$ cat src/rtl/gesture_pkg.sv
// rtl/gesture_pkg.sv - shared codes, limits, FSM states and pattern map for the gesture encoder
package gesture_pkg;

    localparam logic [7:0] GEST_UNKNOWN = 8'h00;
    localparam logic [7:0] GEST_OPEN    = 8'h01;
    localparam logic [7:0] GEST_CLOSED  = 8'h02;

    localparam int MIN_US  = 500;
    localparam int MAX_US  = 2500;
    localparam int WIDTH_W = 12;

    localparam int FINGER_THUMB  = 0;
    localparam int FINGER_INDEX  = 1;
    localparam int FINGER_MIDDLE = 2;
    localparam int FINGER_RING   = 3;
    localparam int FINGER_PINKY  = 4;
    localparam int NUM_FINGERS   = FINGER_PINKY + 1;

    typedef enum logic [1:0] {
        ACQUIRE  = 2'd0,
        EVALUATE = 2'd1,
        FAULT    = 2'd2
    } state_t;

    // Finger pattern (1 = closed) to gesture code.
    function automatic logic [7:0] map_pattern(input logic [NUM_FINGERS-1:0] p);
        if (p == '0)
            return GEST_OPEN;
        else if (p == '1)
            return GEST_CLOSED;
        else
            return GEST_UNKNOWN;
    endfunction

endpackage

$ cat src/rtl/pwm_capture.sv
// rtl/pwm_capture.sv - one servo-PWM channel: synchronizer, 1 us prescaler, width capture, gap timeout
//
// Ports:
//   clk, rst_n    system clock, asynchronous active-low reset
//   pwm           raw PWM pin, asynchronous to clk
//   width_valid   one-cycle pulse when an in-range width is latched
//   width         last accepted pulse width in us
//   timeout       high from a rising-edge gap of TIMEOUT_US until the next accepted width
module pwm_capture
    import gesture_pkg::*;
#(
    parameter int CLK_HZ     = 50_000_000,
    parameter int TIMEOUT_US = 25000
) (
    input  logic               clk,
    input  logic               rst_n,
    input  logic               pwm,
    output logic               width_valid,
    output logic [WIDTH_W-1:0] width,
    output logic               timeout
);

    localparam int PRESC = CLK_HZ / 1_000_000;
    localparam int PW    = (PRESC > 1) ? $clog2(PRESC) : 1;
    localparam int GW    = $clog2(TIMEOUT_US + 1);

    // sync[1:0] is the 2-FF synchronizer, sync[2] the previous synchronized level.
    logic [2:0]         sync;
    // Edges are only trusted once all three stages hold real pin samples, so a
    // pulse already high when reset releases is not mistaken for a rising edge.
    logic [1:0]         fill;
    logic               armed;
    logic [PW-1:0]      presc;
    logic [WIDTH_W-1:0] cnt;
    logic [GW-1:0]      gap;

    logic               rise;
    logic               fall;
    logic               tick;
    logic [WIDTH_W-1:0] cnt_now;
    logic               accept;

    assign rise    = (fill == 2'd3) && sync[1] && !sync[2];
    assign fall    = (fill == 2'd3) && !sync[1] && sync[2];
    assign tick    = (presc == PW'(PRESC - 1));
    // Include the tick landing on the falling-edge cycle so an N us pulse reads N.
    assign cnt_now = (tick && cnt != '1) ? cnt + 1'b1 : cnt;
    assign accept  = fall && armed &&
                     (cnt_now >= WIDTH_W'(MIN_US)) && (cnt_now <= WIDTH_W'(MAX_US));

    always_ff @(posedge clk or negedge rst_n) begin
        if (!rst_n) begin
            sync        <= '0;
            fill        <= '0;
            armed       <= 1'b0;
            presc       <= '0;
            cnt         <= '0;
            gap         <= '0;
            width       <= '0;
            width_valid <= 1'b0;
            timeout     <= 1'b0;
        end else begin
            sync        <= {sync[1:0], pwm};
            width_valid <= 1'b0;
            if (fill != 2'd3)
                fill <= fill + 1'b1;

            if (rise || tick)
                presc <= '0;
            else
                presc <= presc + 1'b1;

            if (rise) begin
                cnt   <= '0;
                gap   <= '0;
                armed <= 1'b1;
            end else begin
                if (tick && cnt != '1)
                    cnt <= cnt + 1'b1;
                if (tick && gap != GW'(TIMEOUT_US))
                    gap <= gap + 1'b1;
                if (fall)
                    armed <= 1'b0;
                if (accept) begin
                    width       <= cnt_now;
                    width_valid <= 1'b1;
                end
            end

            if (accept)
                timeout <= 1'b0;
            else if (tick && gap == GW'(TIMEOUT_US - 1))
                timeout <= 1'b1;
        end
    end

endmodule

$ cat src/rtl/gesture_encoder.sv
// rtl/gesture_encoder.sv - five-finger PWM capture to debounced gesture code with channel fault
//
// Ports:
//   clk, rst_n      system clock, asynchronous active-low reset
//   pwm_in[4:0]     per-finger servo PWM (thumb, index, middle, ring, pinky)
//   gesture[7:0]    current gesture code
//   gesture_valid   one-cycle pulse whenever gesture changes
//   fault           high while in the FAULT state
// Build option: define GESTURE_DEBOUNCE_EN to require STABLE_FRAMES matching
// frames before the gesture changes; otherwise every differing frame updates it.
module gesture_encoder
    import gesture_pkg::*;
#(
    parameter int CLK_HZ        = 50_000_000,
    parameter int CLOSE_US      = 1450,
    parameter int TIMEOUT_US    = 25000,
    parameter int STABLE_FRAMES = 3
) (
    input  logic       clk,
    input  logic       rst_n,
    input  logic [4:0] pwm_in,
    output logic [7:0] gesture,
    output logic       gesture_valid,
    output logic       fault
);

    logic [NUM_FINGERS-1:0] width_valid;
    logic [NUM_FINGERS-1:0] timeout;
    logic [NUM_FINGERS-1:0] pattern;
    logic [NUM_FINGERS-1:0] mask;
    logic [WIDTH_W-1:0]     width [NUM_FINGERS];

    for (genvar i = 0; i < NUM_FINGERS; i++) begin : g_ch
        pwm_capture #(
            .CLK_HZ     (CLK_HZ),
            .TIMEOUT_US (TIMEOUT_US)
        ) u_ch (
            .clk         (clk),
            .rst_n       (rst_n),
            .pwm         (pwm_in[i]),
            .width_valid (width_valid[i]),
            .width       (width[i]),
            .timeout     (timeout[i])
        );
        assign pattern[i] = (width[i] < WIDTH_W'(CLOSE_US));
    end

    state_t     state;
    logic       any_to;
    logic       mask_full;
    logic [7:0] cand;
    logic [7:0] cand_q;
    logic       upd_pend;
    logic       do_update;

    assign any_to    = |timeout;
    assign mask_full = &mask;
    assign cand      = map_pattern(pattern);

`ifdef GESTURE_DEBOUNCE_EN
    localparam int MW = $clog2(STABLE_FRAMES + 1);

    logic [MW-1:0] match_cnt;
    logic [MW-1:0] match_next;
    logic [7:0]    prev_cand;

    always_comb begin
        match_next = MW'(1);
        if (cand == prev_cand)
            match_next = (match_cnt == MW'(STABLE_FRAMES)) ? match_cnt : match_cnt + 1'b1;
    end

    assign do_update = (match_next == MW'(STABLE_FRAMES)) && (cand != gesture);

    always_ff @(posedge clk or negedge rst_n) begin
        if (!rst_n) begin
            match_cnt <= '0;
            prev_cand <= GEST_UNKNOWN;
        end else if (any_to) begin
            match_cnt <= '0;
        end else if (state == EVALUATE) begin
            match_cnt <= match_next;
            prev_cand <= cand;
        end
    end
`else
    assign do_update = (cand != gesture);
`endif

    // Clearing the mask always reloads it with this cycle's width_valid bits so
    // a width arriving in the clearing cycle is never lost.
    always_ff @(posedge clk or negedge rst_n) begin
        if (!rst_n) begin
            state         <= ACQUIRE;
            mask          <= '0;
            gesture       <= GEST_UNKNOWN;
            gesture_valid <= 1'b0;
            fault         <= 1'b0;
            cand_q        <= GEST_UNKNOWN;
            upd_pend      <= 1'b0;
        end else begin
            gesture_valid <= 1'b0;
            if (any_to) begin
                state    <= FAULT;
                fault    <= 1'b1;
                mask     <= width_valid;
                upd_pend <= 1'b0;
                if (gesture != GEST_UNKNOWN) begin
                    gesture       <= GEST_UNKNOWN;
                    gesture_valid <= 1'b1;
                end
            end else begin
                case (state)
                    ACQUIRE: begin
                        mask <= mask | width_valid;
                        if (upd_pend) begin
                            gesture       <= cand_q;
                            gesture_valid <= 1'b1;
                            upd_pend      <= 1'b0;
                        end
                        if (mask_full)
                            state <= EVALUATE;
                    end
                    EVALUATE: begin
                        mask     <= width_valid;
                        cand_q   <= cand;
                        upd_pend <= do_update;
                        state    <= ACQUIRE;
                    end
                    FAULT: begin
                        if (mask_full) begin
                            state <= ACQUIRE;
                            fault <= 1'b0;
                            mask  <= width_valid;
                        end else begin
                            mask <= mask | width_valid;
                        end
                    end
                    default: state <= ACQUIRE;
                endcase
            end
        end
    end

endmodule

$ cat config.mk
export PLATFORM = sky130hd
export DESIGN_NAME = gesture_encoder
export DESIGN_NICKNAME = d
export VERILOG_FILES = /design/src/rtl/gesture_pkg.sv /design/src/rtl/pwm_capture.sv /design/src/rtl/gesture_encoder.sv
export SDC_FILE = /design/constraint.sdc
export NUM_CORES = 1
export LEC_CHECK = 0
export ABC_AREA = 1
export CAP_MARGIN = 30
export CORE_ASPECT_RATIO = 0.8
export CORE_MARGIN = 8
export CORE_UTILIZATION = 30
export CTS_CLUSTER_SIZE = 8
export DETAILED_ROUTE_END_ITERATION = 7
export SYNTH_ARGS = -nofsm -noshare
export SYNTH_HDL_FRONTEND = slang
export SYNTH_SLANG_ARGS = --single-unit
export TNS_END_PERCENT = 20
$ cat constraint.sdc
create_clock -name clk -period 2.76 [get_ports clk]
set_input_delay 0.552 -clock clk [delete_from_list [all_inputs] [get_ports clk]]
set_output_delay 0.552 -clock clk [all_outputs]
set_load 0.02 [all_outputs]
==> metrics.txt, run 1 <==
status=finished clean; drt drc=0; Worst Setup End Kind=flip-flop; synth warn=0; Crit path largest cell delay=410 ps; gpl congestion=0.857; top cell type's share of synthesized area=44.1%; Slew Viols, Final=0; Sequential Power Share=46.0%; Max IR drop VDD=0.000340 V; antenna violations before repair=0; via count of the routed design=13299; pre-CTS setup slack=265 ps; Sw Share=23.8%; crit start category=flip-flop; global route overflow=0; ant diodes=0; maxcap violations=0; dpl hpwl=24600 um; Final nets=2163; Post-Route Skew=23.2 ps; clock buffer depth=3; post-synth cell types=51; final setup fails=0; WS Path Type=flip-flop to flip-flop; first drt pass iteration count=5; crit share post-route=88.9%; IO Port Bufs=10; total I/O pin count=17; Area Overhead vs Synth=13.8%; clock latency on the worst-skew pair=540 ps; Inserted Clock Buffers=40; Comb pwr share=5.8%; row cnt=74; Rel. slew slack=51.7%; gr usage total=11.6%; layout cell share with drive strength beyond 1=7.85%; Static Leak=8.19 nW; final wirelength=34200 um; Clk pwr share=48.1%; syn avg cell area=7.50 um2; switching power total=2.23 mW; CP Max Fanout=12; Reg clk slew, reported paths=50 ps; Critical Path RT=3180 ps; leading area contributor after synthesis=dfrtp_1; # clock sinks=274; CTS Root Cell=clkbuf_16; crit path setup slack, layout=307 ps; Fmax=408 MHz; first-pass GRT wire length=59700 um; CP Cell Sequence=ha_1 -> nand2_2 -> nor2_2 -> nand3_2 -> nand2_4 -> inv_4 -> nand2_1 -> nand2_1 -> inv_1 -> nand2_1 -> nor2_1 -> nand4_1 -> nand2_2 -> nand2_2 -> nand2_1 -> nand2_1; H-tree lvl count=2; final hold vios=0; Via density=4.73; vias in the first global route=12541; core area=0.0511 mm2; sequential area share after synthesis=44.1%; Hold WC Path Type=flip-flop to flip-flop; Final Critical Period=2450 ps; Power Internal=7.13 mW; top area cells in the synthesized netlist=dfrtp_1 44%, nand2_1 14%, nor2_1 6.5%; Die ar.=0.0594 mm2; synthesized instance count=2074; chip width=271 um; Worst EP arrival=2870 ps; worst slew pin tran=718 ps; Cell Area, Synth=0.0155 mm2; initial core utilization=30.4%; post-DR wirelength/cell=12.2 um; DIE HEIGHT=220 um; Final ANT Viol Nets=0; slowest library cell on the worst path=dfrtp_1; Placed Instances=2760; #FFs+latches synth=274; Top cell by count, worst path=nand2_1; Power Density=529 mW/mm2; fin cells=2811; initial DRC count=1075; TritonCTS clock tree=yes; largest net degree at the start of global routing=75
==> synthesized netlist by cell type, drive strengths merged <==
library cell  instances
a211oi                1
a21boi                1
a21oi                50
a221oi                1
a31oi                 3
a32o                  1
a41oi                 1
and2                  1
and3                  1
buf                  27
clkbuf               12
clkinv                6
conb                  1
dfrtp               274
ha                   33
inv                 248
mux2                  5
nand2               603
nand3               201
nand3b               17
nand4                53
nor2                289
nor3                 44
nor3b                 9
nor4                 22
nor4b                 5
o211ai                2
o21a                  3
o21ai                81
o21bai                1
o31ai                16
or2                   1
or3                   1
xnor2                13
xor2                 47
==> final cells by class <==
type	count	area, um2
Fill cell	5292	33400
Inverter	254	963
Tap cell	684	856
Sequential cell	274	6860
Clock buffer	44	1060
Timing Repair Buffer	41	378
Clock inverter	2	46.3
Multi-Input combinational cell	1512	7530
==> placed cells by master, fill, tap and decap left out, drive strengths merged, types with 2 or more instances in the layout <==
cell type / n
o21ai: 81
nand2: 603
dfrtp: 274
ha: 33
nand3b: 17
buf: 31
o211ai: 2
nand3: 201
clkinv: 7
xnor2: 13
nand4: 53
xor2: 47
clkdlybuf4s50: 9
mux2: 5
inv: 248
clkbuf: 44
nor2: 289
a21oi: 50
nor3b: 9
conb: 6
o31ai: 16
nor4b: 5
o21a: 3
nor4: 22
nor3: 44
a31oi: 3
==> registers in the layout, summed over array words and instances, names as in the netlist <==
signal                 flops
g_ch.u_ch.width_valid      5
g_ch.u_ch.fill            10
g_ch.u_ch.timeout          5
upd_pend                   1
fault                      1
g_ch.u_ch.cnt             60
g_ch.u_ch.width           55
gesture_valid              1
g_ch.u_ch.armed            5
cand_q                     2
g_ch.u_ch.presc           30
g_ch.u_ch.sync            15
mask                       5
gesture                    2
state                      2
g_ch.u_ch.gap             75
==> logic make-up after synthesis <==
family | count (synthesis) | share of synthesized area, %
AO/OA/AOI/OAI | 161 | 5.91
XOR/XNOR | 60 | 3.38
adder cells (fa/ha/maj) | 33 | 2.66
buffers and inverters | 293 | 7.73
flip-flops | 274 | 44.1
multiplexers | 5 | 0.362
other | 1 | 0.0241
AND/OR/NAND/NOR | 1247 | 35.8
==> path summary, 6_finish.rpt <==
| path | from | cells after the start | endpoint | slack [ps] |
|---|---|---|---|---|
| setup / recovery | g_ch[3].u_ch.cnt[0]$_DFF_PN0_ | 16 | g_ch[3].u_ch.width[8]$_DFFE_PN0P_ | 310 |
| hold / removal | g_ch[4].u_ch.sync[0]$_DFF_PN0_ | 0 | g_ch[4].u_ch.sync[1]$_DFF_PN0_ | 350 |
| setup reg to reg | g_ch[3].u_ch.cnt[0]$_DFF_PN0_ | 16 | g_ch[3].u_ch.width[8]$_DFFE_PN0P_ | 310 |
| hold reg to reg | g_ch[4].u_ch.sync[0]$_DFF_PN0_ | 0 | g_ch[4].u_ch.sync[1]$_DFF_PN0_ | 350 |
| max in group asynchronous | rst_n | 3 | g_ch[4].u_ch.cnt[3]$_DFF_PN0_ | 1390 |
| min in group asynchronous | rst_n | 2 | g_ch[3].u_ch.gap[13]$_DFFE_PN0P_ | 570 |
==> repair_timing <==
item,4_1_cts,5_1_grt
setup endpoints to repair,0,16
hold buffers,1,0
setup buffers,0,4
resized for setup,0,7
hold endpoints to repair,20,0
==> power groups by stage <==
stage | Combinational, mW | Sequential (mW) | Clock, mW
finish | 0.547 | 4.30 | 4.50
floorplan | 0.370 | 4.34 | 0
global route | 0.658 | 4.32 | 4.84
global placement | 0.542 | 4.36 | 0
detailed placement | 0.559 | 4.37 | 0
CTS | 0.562 | 4.30 | 4.68
==> metal layers <==
metal	global-route usage (%)	part of all wire (%)	wire length [um]	up-vias
li1	-	-	-	6770
met1	16.6	51	17300	6208
met2	17.4	42	14500	259
met3	2.53	5.3	1800	62
met4	3.19	1.9	667	0
met5	0	0	0	-
==> stage by stage <==
step | utilization [%] | setup TNS, ps | cell area, um2 | hold slack (ps) | power (mW)
floorplan | - | 0 | 15600 | 256 | 4.71
global placement | 32.3 | 0 | 16500 | 334 | 4.90
detailed placement | 32.3 | 0 | 16500 | 336 | 4.93
CTS | 34.5 | 0 | 17600 | 355 | 9.54
global route | 34.6 | -0.598 | 17700 | 356 | 9.82
finish | 34.6 | 0 | 17700 | 353 | 9.36
==> critical path, delay by kind of cell, from the launching register on <==
| family | cells | cell delay [ps] |
|---|---|---|
| adders and majority gates | 1 | 240 |
| buffers and inverters | 2 | 150 |
| DFF | 1 | 410 |
| and+or+nand+nor | 13 | 1560 |
(Power assumes the default switching activity.)
==> inputs of run 2 (changes only) <==
--- a/config.mk
+++ b/config.mk
@@ -7,9 +7,9 @@
 export LEC_CHECK = 0
 export ABC_AREA = 1
 export CAP_MARGIN = 30
-export CORE_ASPECT_RATIO = 0.8
 export CORE_MARGIN = 8
 export CORE_UTILIZATION = 30
+export CTS_CLUSTER_DIAMETER = 200
 export CTS_CLUSTER_SIZE = 8
 export DETAILED_ROUTE_END_ITERATION = 7
 export SYNTH_ARGS = -nofsm -noshare
==> run 2 against run 1 <==
- sequential power barely moved
- register-to-register slack worse by 20 ps
- critical path type unchanged
- via count decreased by 1.1%
- worst setup slack got worse by 20 ps
- cell count fell by 0.46%
- combinational power is 0.9% higher
- highest routed layer unchanged
- sequential cell count is the same
- clock power fell by 5.8%
- global-route usage fell by 0.18 points
- die area about the same
==> metrics.txt, run 2 (same netlist as run 1, synthesis figures left out) <==
post-route cell area=0.0176 mm2; CP Cell Sequence=ha_1 -> nand2_1 -> nor2_1 -> nand2_1 -> inv_2 -> nand2_4 -> inv_4 -> nand2_1 -> nand2_1 -> inv_1 -> nand2_1 -> nor2_1 -> nand4_1 -> nand2_2 -> nand2_2 -> inv_1 -> nor2_1; DIE HEIGHT=244 um; global route overflow=0; Reg clk slew, reported paths=50 ps; R2R depth=17; drt drc=0; Post-Route Skew=14.8 ps; Worst R2R End=g_ch[3].u_ch.timeout$_DFFE_PN0P_; Slew Viols, Final=0; final setup fails=0; row cnt=83; initial DRC count=1003; chip width=244 um; final hold vios=0; register-to-register setup slack=290 ps; Final ANT Viol Nets=0; Rel. slew slack=62.8%; slowest library cell on the worst path=dfrtp_1; vias in the first global route=12808; crit path setup slack, layout=287 ps; Worst EP arrival=2890 ps; worst hold margin=350 ps; total I/O pin count=17; Crit path largest cell delay=400 ps; Critical Path RT=3170 ps; crit share post-route=89.6%; worst hold start=g_ch[4].u_ch.sync[0]$_DFF_PN0_; via count of the routed design=13147; Worst Setup End Kind=flip-flop; TritonCTS clock tree=yes; initial core utilization=30.3%; CP delay by family, top=simple AND/OR/NAND/NOR gates; Die ar.=0.0594 mm2; IO Port Bufs=10; dpl cell area=0.0165 mm2; RSZ-0062 raised after global routing=no; Power Density=518 mW/mm2; H-tree lvl count=2; # clock sinks=274; pre-CTS setup slack=277 ps; status=finished clean; core area=0.0513 mm2; WS Path Type=flip-flop to flip-flop; Max IR drop VDD=0.000382 V; Inserted Clock Buffers=40; CP Buf/Inv Count=4; worst slew pin tran=553 ps; Top cell by count, worst path=nand2_1; Final nets=2157; Via density=4.70; Hold WC Path Type=flip-flop to flip-flop; Final Critical Period=2470 ps; Top reg by flops=g_ch.u_ch.gap; ant diodes=0; Area Overhead vs Synth=12.9%; commonest non-fill, non-tap cell in the layout=nand2_1; first-pass GRT wire length=59300 um; Largest register FFs=75; WHS Path Cells=0; dpl hpwl=24200 um; most frequent cells in the layout=580 x nand2_1, 274 x dfrtp_1, 268 x nor2_1, 233 x inv_1, 187 x nand3_1; antenna violations before repair=0; largest net degree at the start of global routing=90; clock latency on the worst-skew pair=530 ps; layout cell share with drive strength beyond 1=7.32%; gpl congestion=0.888; maxcap violations=0; clock buffer depth=3; Sum Neg Setup Slack=0 ps; first drt pass iteration count=5; post-DR wirelength/cell=12.0 um; CTS Root Cell=clkbuf_16; Static Leak=8.12 nW; RR Startpoint=g_ch[3].u_ch.presc[0]$_DFF_PN0_; crit start category=flip-flop; gr usage total=11.4%; Hold Path Sink=g_ch[4].u_ch.sync[1]$_DFF_PN0_; top flop regs=g_ch.u_ch.gap x75, g_ch.u_ch.cnt x60, g_ch.u_ch.width x55; final wirelength=33700 um; CP Max Fanout=12; Fmax=404 MHz
-- run 2: per-layer routing --
layer / track usage [%] / share of wire, %
met1: 15.6 / 49
met2: 18.1 / 45
met3: 1.99 / 3.7
met4: 3.68 / 2.4
met5: 0 / 0
-- run 2: per-stage QoR --
| step | total power [mW] | cells | utilization [%] |
|---|---|---|---|
| 6_report | 9.10 | 2798 | 34.2 |
| 5_1_grt | 9.54 | 2798 | 34.2 |
| 4_1_cts | 9.29 | 2798 | 34.2 |
| 3_5_place_dp | 4.93 | 2754 | 32.2 |
| 3_3_place_gp | 4.90 | 2754 | 32.2 |
| 2_1_floorplan | 4.71 | 2079 | - |
-- run 2: how the worst max path moves through the flow --
stage                                    startpoint                                  to  slack [ps]  depth (start not counted)
floorplan             g_ch[3].u_ch.cnt[0]$_DFF_PN0_  g_ch[3].u_ch.width[11]$_DFFE_PN0P_         690                         15
global placement    g_ch[3].u_ch.presc[0]$_DFF_PN0_    g_ch[3].u_ch.timeout$_DFFE_PN0P_         340                         17
detailed placement    g_ch[4].u_ch.cnt[0]$_DFF_PN0_    g_ch[4].u_ch.timeout$_DFFE_PN0P_         280                         15
CTS                   g_ch[4].u_ch.cnt[0]$_DFF_PN0_    g_ch[4].u_ch.timeout$_DFFE_PN0P_         260                         15
global route          g_ch[3].u_ch.cnt[0]$_DFF_PN0_  g_ch[3].u_ch.width[11]$_DFFE_PN0P_           6                         16
finish              g_ch[3].u_ch.presc[0]$_DFF_PN0_    g_ch[3].u_ch.timeout$_DFFE_PN0P_         290                         17
-- run 2: power breakdown --
part	switching (mW)	leakage, nW	internal [mW]
Clock	1.70	0.508	2.55
Combinational	0.366	3.92	0.185
Sequential	0.123	3.69	4.18
Total	2.19	8.12	6.91
-- run 2: worst register-to-register path, cell delays in order (launching register included) --
cell and delay, ps:
dfrtp_1 400, ha_1 210, nand2_1 50, nor2_1 40, nand2_1 270, inv_2 100, nand2_4 150, inv_4 70
nand2_1 60, nand2_1 80, inv_1 80, nand2_1 70, nor2_1 130, nand4_1 110, nand2_2 200, nand2_2 200
inv_1 120, nor2_1 40
-- run 2: what timing repair did --
item,in CTS,in global routing
hold buffers,1,0
gates resized for setup,0,1
buffers inserted,0,0
hold endpoints to repair,39,0
endpoints found under the setup margin,0,7
-- run 2: area by class of cell --
class | instances | area (um2)
flip-flops and latches | 274 | 6860
multi-input cells | 1512 | 7520
clock inverters | 3 | 33.8
clock buffers | 40 | 1000
fillers | 5364 | 33700
repair buffers | 35 | 333
well taps | 680 | 851
inverters | 254 | 963
==> inputs of run 3 (changes only) <==
--- a/config.mk
+++ b/config.mk
@@ -5,8 +5,7 @@
 export SDC_FILE = /design/constraint.sdc
 export NUM_CORES = 1
 export LEC_CHECK = 0
-export ABC_AREA = 1
-export CAP_MARGIN = 30
+export CAP_MARGIN = 20
 export CORE_MARGIN = 8
 export CORE_UTILIZATION = 30
 export CTS_CLUSTER_DIAMETER = 200
==> run 3 against run 2 <==
- power up 0.91%
- synthesized cell count down 31%
- the flow now finishes with violations (setup timing)
- sequential share of layout area up 0.82 points
- critical path depth down 7
- sequential cell count unchanged
- largest cell class unchanged
==> metrics.txt, run 3 <==
count leader, synth=dfrtp_1; gr usage total=10.8%; final hold vios=0; Final Critical Period=2840 ps; Final ANT Viol Nets=0; first drt pass iteration count=5; layout cell share with drive strength beyond 1=16.9%; crit share post-route=103%; initial DRC count=641; utilization after layout=37.0%; Final nets=1638; gpl congestion=0.876; drt drc=0; WHS Path Cells=0; RSZ-0062 raised after global routing=yes; final wirelength=29100 um; # clock sinks=274; core area=0.0465 mm2; Largest register FFs=75; commonest non-fill, non-tap cell in the layout=dfrtp_1; clock buffer depth=3; most frequent cells in the layout=274 x dfrtp_1, 196 x nor2_1, 135 x buf_4, 100 x nand2_1, 85 x inv_1; first-pass GRT wire length=50300 um; Inserted Clock Buffers=40; maxcap violations=0; crit path setup slack, layout=-84.3 ps; Via density=4.81; failing checks=setup timing; global route overflow=0; Top reg by flops=g_ch.u_ch.gap; post-synth cell types=84; clock latency on the worst-skew pair=520 ps; Rel. slew slack=61.2%; crit start category=flip-flop; worst hold start=g_ch[4].u_ch.sync[0]$_DFF_PN0_; top flop regs=g_ch.u_ch.gap x75, g_ch.u_ch.cnt x60, g_ch.u_ch.width x55; TritonCTS clock tree=yes; CP Max Fanout=4; Hold WC Path Type=flip-flop to flip-flop; worst slew pin tran=579 ps; post-DR wirelength/cell=13.2 um; antenna violations before repair=0; Max IR drop VDD=0.000437 V; status=finished, violations left; ant diodes=0; #FFs+latches synth=274; top cell type's share of synthesized area=48.6%; Post-Route Skew=15.4 ps; R2R depth=10; via count of the routed design=10621; Worst Setup End Kind=flip-flop; synthesized instance count=1440; Fmax=352 MHz; Slew Viols, Final=0; largest net degree at the start of global routing=91; Commonest cells post-synth=274 x dfrtp_1, 197 x nor2_1, 100 x nand2_1; row cnt=79; Async SR Flop Fraction=100%; Die ar.=0.0542 mm2; Reg clk slew, reported paths=50 ps; Area Overhead vs Synth=21.9%; top area cells in the synthesized netlist=dfrtp_1 49%, nor2_1 5.2%, xnor2_1 3.7%; synth warn=0; crit path from=g_ch[0].u_ch.presc[1]$_DFF_PN0_; leading area contributor after synthesis=dfrtp_1; final setup fails=18; Main synth FF type=dfrtp_1; chip width=233 um; Post-synth EDFFs=0; vias in the first global route=10562; IO Port Bufs=10; sequential area share after synthesis=48.6%; Worst EP arrival=3250 ps; Power Density=534 mW/mm2; H-tree lvl count=2; syn avg cell area=9.79 um2; DIE HEIGHT=233 um; Critical Path RT=3160 ps; Cell Area, Synth=0.0141 mm2; RR Startpoint=g_ch[0].u_ch.presc[1]$_DFF_PN0_; Static Leak=7.63 nW; dpl hpwl=20100 um; CTS Root Cell=clkbuf_16; power after layout=9.18 mW; initial core utilization=30.4%; total I/O pin count=17; WS Path Type=flip-flop to flip-flop
[run 3: changes by cell type after synthesis, moves of 45 or more]
cell	delta
xnor2_1	+47
inv_1	-148
nor2_1	-71
mux2i_1	+45
nand2_1	-480
nand3_1	-118
[run 3: layout make-up]
class,count,area (um2)
Timing Repair Buffer,157,1270
Multi-Input combinational cell,1040,6950
Clock inverter,3,33.8
Fill cell,4587,29300
Inverter,85,319
Sequential cell,274,6860
Clock buffer,40,1000
Tap cell,607,759
[run 3: report_power, final]
group          leakage, nW  internal (mW)  switching [mW]  total, mW
Clock                0.508           2.55            1.68       4.22
Combinational         3.42          0.293           0.379      0.671
Sequential            3.70           4.16           0.125       4.29
[run 3: stage by stage]
stage | setup TNS (ps) | cell area [um2] | hold WS [ps] | setup slack, ps | std cells
after floorplan | -1190 | 14100 | 256 | -250 | 1445
after global placement | -1870 | 15800 | 338 | -182 | 2152
after detailed placement | -3770 | 15800 | 336 | -214 | 2152
after CTS | -1490 | 16900 | 349 | -125 | 2199
after global routing | -7830 | 17200 | 352 | -228 | 2206
final | -857 | 17200 | 346 | -84.3 | 2206
[run 3: per-layer routing]
layer | routed length [um] | global-route usage, % | part of all wire, %
met4 | 689 | 3.50 | 2.4
met5 | 0 | 0 | 0
met2 | 13000 | 17.2 | 45
met1 | 14400 | 14.6 | 49
met3 | 1050 | 2.06 | 3.6
[run 3: worst paths after layout]
kind | endpoint | slack (ps)
max in group asynchronous | g_ch[2].u_ch.presc[1]$_DFF_PN0_ | 1430
max reg2reg | g_ch[0].u_ch.width[5]$_DFFE_PN0P_ | -80
min in group asynchronous | g_ch[1].u_ch.gap[12]$_DFFE_PN0P_ | 500
max | g_ch[0].u_ch.width[5]$_DFFE_PN0P_ | -80
min reg2reg | g_ch[4].u_ch.sync[1]$_DFF_PN0_ | 350
min | g_ch[4].u_ch.sync[1]$_DFF_PN0_ | 350
[run 3: what timing repair did]
action                     4_1_cts  5_1_grt
pin swaps                        8       19
hold buffers                     1        0
hold endpoints to repair        26        0
setup buffers                    3        8
resized for setup               19       44
setup endpoints to repair       50       66
[run 3: logic make-up (layout without fill, tap and decap cells)]
kind of cell	after synthesis	in the layout	synth area share (%)
xor gates and xnor gates	115	115	7.14
buffers and inverters	131	285	4.05
other	1	6	0.0266
DFF	274	274	48.6
and+or+nand+nor	607	607	22.2
adders and majority gates	33	33	2.93
muxes	68	68	5.11
AOI/OAI and AO/OA	211	211	9.87
[run 3: critical path: stages (launching register included)]
cell and delay [ps]:
dfrtp_1 390, inv_1 60, ha_1 160, and4b_1 240, and4_1 300, a221o_1 170, o211a_1 210, a311oi_1 70
or4_4 550, a21oi_4 240, mux2_4 320
